## src/rtl/nibble_serial_adder_pkg.sv

```systemverilog
// Shared definitions for the nibble-serial adder: nibble width, FSM states
// and the index-width helper used to size the nibble counter.
package nibble_serial_adder_pkg;

  // Width of one adder slice pass.
  localparam int NIBBLE_W = 4;

  // Operation sequencing states.
  typedef enum logic [1:0] {
    IDLE = 2'd0,
    RUN  = 2'd1,
    DONE = 2'd2
  } state_t;

  // Bits needed to count nibbles; a single-nibble adder still gets a 1-bit index.
  function automatic int idx_width(input int nibbles);
    int w;
    if (nibbles <= 1) begin
      w = 1;
    end else begin
      w = $clog2(nibbles);
    end
    return w;
  endfunction

endpackage

```

## src/rtl/ksa4_slice.sv

```systemverilog
// Combinational 4-bit Kogge-Stone adder slice. The carry-in is folded into
// the bit-0 generate term so the two-level prefix tree yields every carry.
// c_msb is the carry into bit 3, needed by the caller for signed overflow.
module ksa4_slice (
  input  logic [3:0] a,
  input  logic [3:0] b,
  input  logic       cin,
  output logic [3:0] sum,
  output logic       cout,
  output logic       c_msb
);

  logic [3:0] gen;
  logic [3:0] prop;
  logic [3:0] gin;
  logic [3:0] g1;
  logic [3:2] p1;
  logic [3:0] g2;
  logic [4:0] carry;

  // Generate/propagate prefix tree (distance 1, then distance 2) and sum bits.
  always_comb begin
    gen  = a & b;
    prop = a ^ b;

    gin    = gen;
    gin[0] = gen[0] | (prop[0] & cin);

    g1[0] = gin[0];
    for (int i = 1; i < 4; i++) begin
      g1[i] = gin[i] | (prop[i] & gin[i-1]);
    end
    for (int i = 2; i < 4; i++) begin
      p1[i] = prop[i] & prop[i-1];
    end

    g2[1:0] = g1[1:0];
    for (int i = 2; i < 4; i++) begin
      g2[i] = g1[i] | (p1[i] & g1[i-2]);
    end

    carry = {g2, cin};
    sum   = prop ^ carry[3:0];
    cout  = carry[4];
    c_msb = carry[3];
  end

endmodule

```

## src/rtl/nibble_serial_adder.sv

```systemverilog
// Multi-cycle WIDTH-bit adder: operands are latched on accept and passed
// through a single 4-bit slice, least-significant nibble first, with the
// slice carry registered between passes. Results are held until taken.
module nibble_serial_adder
  import nibble_serial_adder_pkg::*;
#(
  parameter int WIDTH = 16
) (
  input  logic             clk,
  input  logic             rst_n,
  input  logic             in_valid,
  output logic             in_ready,
  input  logic [WIDTH-1:0] a,
  input  logic [WIDTH-1:0] b,
  input  logic             cin,
  output logic             out_valid,
  input  logic             out_ready,
  output logic [WIDTH-1:0] sum,
  output logic             cout,
  output logic             ovf
);

  localparam int NIBBLES = WIDTH / NIBBLE_W;
  localparam int IW      = idx_width(NIBBLES);
  localparam logic [IW-1:0] IDX_ZERO = IW'(0);
  localparam logic [IW-1:0] IDX_ONE  = IW'(1);
  localparam logic [IW-1:0] IDX_LAST = IW'(NIBBLES - 1);

  if ((WIDTH % NIBBLE_W) != 0 || WIDTH < NIBBLE_W) begin : g_width_check
    $error("nibble_serial_adder: WIDTH must be a positive multiple of 4");
  end

  state_t           state;
  state_t           next_state;
  logic             ready_raw;
  logic             accept;
  logic             last;
  logic [IW-1:0]    idx;
  logic [IW+1:0]    bit_base;
  logic [WIDTH-1:0] a_hold;
  logic [WIDTH-1:0] b_hold;
  logic             carry;
  logic [3:0]       slice_a;
  logic [3:0]       slice_b;
  logic [3:0]       slice_sum;
  logic             slice_cout;
  logic             slice_c_msb;

  // Reset forces in_ready low; out_ready -> in_ready is a deliberate combinational path.
  assign in_ready = rst_n & ready_raw;
  assign accept   = in_valid & in_ready;
  assign last     = (idx == IDX_LAST);
  assign bit_base = {idx, 2'b00};
  assign slice_a  = a_hold[bit_base +: NIBBLE_W];
  assign slice_b  = b_hold[bit_base +: NIBBLE_W];

  ksa4_slice u_slice (
    .a     (slice_a),
    .b     (slice_b),
    .cin   (carry),
    .sum   (slice_sum),
    .cout  (slice_cout),
    .c_msb (slice_c_msb)
  );

  // Next-state and ready decode; DONE with out_ready behaves like IDLE for back-to-back accepts.
  always_comb begin
    next_state = state;
    ready_raw  = 1'b0;
    case (state)
      IDLE: begin
        ready_raw = 1'b1;
        if (in_valid) begin
          next_state = RUN;
        end else begin
          next_state = IDLE;
        end
      end
      RUN: begin
        if (last) begin
          next_state = DONE;
        end else begin
          next_state = RUN;
        end
      end
      DONE: begin
        if (out_ready) begin
          ready_raw = 1'b1;
          if (in_valid) begin
            next_state = RUN;
          end else begin
            next_state = IDLE;
          end
        end else begin
          next_state = DONE;
        end
      end
      default: begin
        next_state = IDLE;
        ready_raw  = 1'b0;
      end
    endcase
  end

  // State register with synchronous active-low reset.
  always_ff @(posedge clk) begin
    if (!rst_n) begin
      state <= IDLE;
    end else begin
      state <= next_state;
    end
  end

  // Operand latch, nibble index, inter-nibble carry and result assembly.
  always_ff @(posedge clk) begin
    if (!rst_n) begin
      a_hold    <= {WIDTH{1'b0}};
      b_hold    <= {WIDTH{1'b0}};
      carry     <= 1'b0;
      idx       <= IDX_ZERO;
      sum       <= {WIDTH{1'b0}};
      cout      <= 1'b0;
      ovf       <= 1'b0;
      out_valid <= 1'b0;
    end else begin
      out_valid <= (next_state == DONE);
      if (accept) begin
        a_hold <= a;
        b_hold <= b;
        carry  <= cin;
        idx    <= IDX_ZERO;
      end else if (state == RUN) begin
        sum[bit_base +: NIBBLE_W] <= slice_sum;
        carry                     <= slice_cout;
        if (last) begin
          cout <= slice_cout;
          ovf  <= slice_c_msb ^ slice_cout;
          idx  <= IDX_ZERO;
        end else begin
          idx  <= idx + IDX_ONE;
        end
      end else begin
        idx <= idx;
      end
    end
  end

endmodule
```

## config.mk

```make
export PLATFORM = sky130hd
export DESIGN_NAME = nibble_serial_adder
export DESIGN_NICKNAME = d
export VERILOG_FILES = /design/src/rtl/nibble_serial_adder_pkg.sv /design/src/rtl/ksa4_slice.sv /design/src/rtl/nibble_serial_adder.sv
export SDC_FILE = /design/constraint.sdc
export NUM_CORES = 1
export LEC_CHECK = 0
export CAP_MARGIN = 15
export CORE_ASPECT_RATIO = 1.75
export CORE_MARGIN = 3
export CORE_UTILIZATION = 38
export CTS_CLUSTER_SIZE = 30
export DETAILED_ROUTE_END_ITERATION = 8
export MAX_ROUTING_LAYER = met4
export PLACE_DENSITY_LB_ADDON = 0.3
export SYNTH_ARGS = -nofsm -noshare
export SYNTH_HDL_FRONTEND = slang
export SYNTH_SLANG_ARGS = --single-unit
```

## constraint.sdc

```tcl
create_clock -name clk -period 3.6 [get_ports clk]
set_input_delay 0.72 -clock clk [delete_from_list [all_inputs] [get_ports clk]]
set_output_delay 0.72 -clock clk [all_outputs]
set_load 0.01 [all_outputs]
```

==> impl_metrics.ini <==
[logic_synthesis]
synth_commonest_cells = dfxtp_1, a22o_1, nor2b_1, a22oi_1, nand2_1
synth-edff-count = 0
synth-seq-area-share = 0.453
avgSynthCellArea_um2 = 11.7
synthMostInstantiatedCell = dfxtp_1
synthFlopType = dfxtp_1
synth_top_cell_area_share = 0.453
synth_seq_cells = 56
ys_types = 39
ys_warn_count = 0
async_flop_share = 0
yosysTopAreaCell = dfxtp_1
syn_inst = 211
ys_top_cells_by_area = dfxtp_1, a22o_1, mux4_2, ha_1, a22oi_1
synth_area_um2 = 2470
syn_nets = 259

[setup_path]
path_buf_inv = 2
critical_path.max_stage_delay_ns = 0.56
crit_chain = clkdlybuf4s50_1 > and2b_4 > nor3b_1 > clkdlybuf4s50_1
cp_data_required_time_ns = 2.88
slowest_stage = clkdlybuf4s50_1
startpoint = out_ready
reg2reg_depth = 7
crit_family = buffers and inverters
cp_common_cell = clkdlybuf4s50_1
r2r-start = idx[0]$_SDFFE_PP0P_
cp-start-kind = input port
crit_fanout = 4
end_kind = primary output
cp_num_cells = 4
critPathKind = in -> out
cp_data_arrival_time_ns = 2.18

[hold_path]
hold-path-cell-count = 2
hp-start = sum[3]$_SDFFE_PN0P_
hp-class = reg -> reg

[global_routing]
grt_util_all_layers = 0.149
grt_pass1_wl_mm = 8.44
grt_start_max_net_pins = 35
grt-ovfl-total = 0
grt_pass1_vias = 1786
antenna_found_initial = 0

[detailed_routing]
drc = 0
routed_wl_mm = 5.13
wl_per_cell_um = 14.8
dr.pass1.iters = 4
drt_first_iter_violations = 67
ant_nets = 0
vias = 1777
via_per_inst = 5.12

[cells_and_area]
fillers = 610
drive_gt1_frac = 0.116
fin_util = 0.504
seq_area_um2 = 1120
area_growth_pct = 27.9
antenna_cells = 0
multi_input_area_um2 = 1240
design_area_um2 = 3160
final_nets = 314

[cts]
clock-root-buffer = clkbuf_8
cts.sinks = 56
cts_tree = yes
postCtsSetupBuffers = 0
clk_latency_ns = 0.31
post_cts_resized = 0
clk_pin_slew_ns = 0.10
htreeDepth = 2
numCtsBuffers = 5
cts_hold_buffers = 0
clock_path_buffers = 2

[sta]
period_share = 0.805
setup_viol = 0
slew_headroom = 0.681
fin_hold_ws_ns = 0.458
worst_slew_pin_slew_ns = 0.476
fin_skew_ns = 0.00955
post-route-min-period_ns = 2.90
hold_viol = 0
clock.fmax_ghz = 0.345
drv_slew = 0
rsz0062_at_grt = false
tns_ns = 0

[power]
ir_worst_vdd_uv = 238
p_leak_uw = 0.00118
power_uw = 1210
power_density_nw_per_um2 = 383

[die]
dieWidth_um = 67.0
initial_utilization = 0.394
ioPinCount = 57
die_h_um = 113
num_rows = 38
core_region_area_um2 = 6280
dieArea_um2 = 7550

[placed_design]
gp_congestion = 0.793
dp_hpwl_mm = 3.96
placed_cell_area_um2 = 3070
portBuffers = 56

[flow_run]
drv_cap = 0

[status]
status = completed
==> state kept, by name (all words and copies together), names as in the netlist <==
register,cells
sum,16
b_hold,16
out_valid,1
a_hold,16
idx,2
state,2
carry,1
ovf,1
cout,1
==> power by group <==
| group | switching [uW] | internal, uW |
|---|---|---|
| Combinational | 88.7 | 107 |
| Sequential | 20.4 | 648 |
| Clock | 193 | 154 |
==> routing by layer <==
metal,GRT usage,vias up,part of all wire
met5,-,-,0
met4,0.0501,0,0.015
met3,0.0248,6,0.030
met2,0.269,35,0.56
met1,0.160,839,0.39
li1,-,897,-
==> through the flow <==
step                setup slack, ns  cells
detailed placement            0.693    339
global route                  0.604    347
finish                        0.702    347
global placement              0.694    339
CTS                           0.688    347
floorplan                     0.805    211
==> path summary, 6_finish.rpt <==
| kind | slack, ns | to |
|---|---|---|
| worst max register to register | 0.81 | ovf$_SDFFE_PN0P_ |
| worst min-delay path | 0.46 | sum[3]$_SDFFE_PN0P_ |
| worst min register to register | 0.46 | sum[3]$_SDFFE_PN0P_ |
| worst max-delay path | 0.70 | in_ready |
==> cell usage in the layout, fill, tap and decap left out, types with 2 or more instances in the layout <==
cell type / count
a21boi_0: 2
a21oi_1: 4
a22o_1: 33
a22oi_1: 12
buf_4: 5
clkbuf_8: 6
clkdlybuf4s50_1: 56
clkinv_2: 2
dfxtp_1: 56
fa_1: 2
ha_1: 9
inv_1: 2
mux4_2: 8
nand2_1: 12
nand2b_1: 3
nand2b_4: 2
nand3_1: 2
nor2_1: 6
nor2b_1: 14
nor4_2: 2
o211ai_1: 2
o21a_1: 4
o21ai_0: 5
xor2_1: 2
==> final cells by class <==
type | count | share of cell area
Tap cell | 80 | 0.0316
Multi-Input combinational cell | 139 | 0.392
Sequential cell | 56 | 0.354
Inverter | 3 | 0.00356
Timing Repair Buffer | 61 | 0.189
Clock buffer | 6 | 0.0261
Clock inverter | 2 | 0.00316
==> cell families (layout without fill, tap and decap cells) <==
group	after synthesis	count (layout)	share of synthesized area
compound gates	68	68	0.215
flops	56	56	0.453
fa+ha+maj	11	11	0.0617
mux	8	8	0.0728
buf+inv	16	72	0.0455
xor+xnor	2	2	0.00708
simple gates	50	50	0.144
==> tightest hold or removal path: stages, from the launching register on <==
cell and delay (ns):
dfxtp_1 0.32, nand2_1 0.05, a21boi_1 0.05
Power figures use the tool's default switching activity.
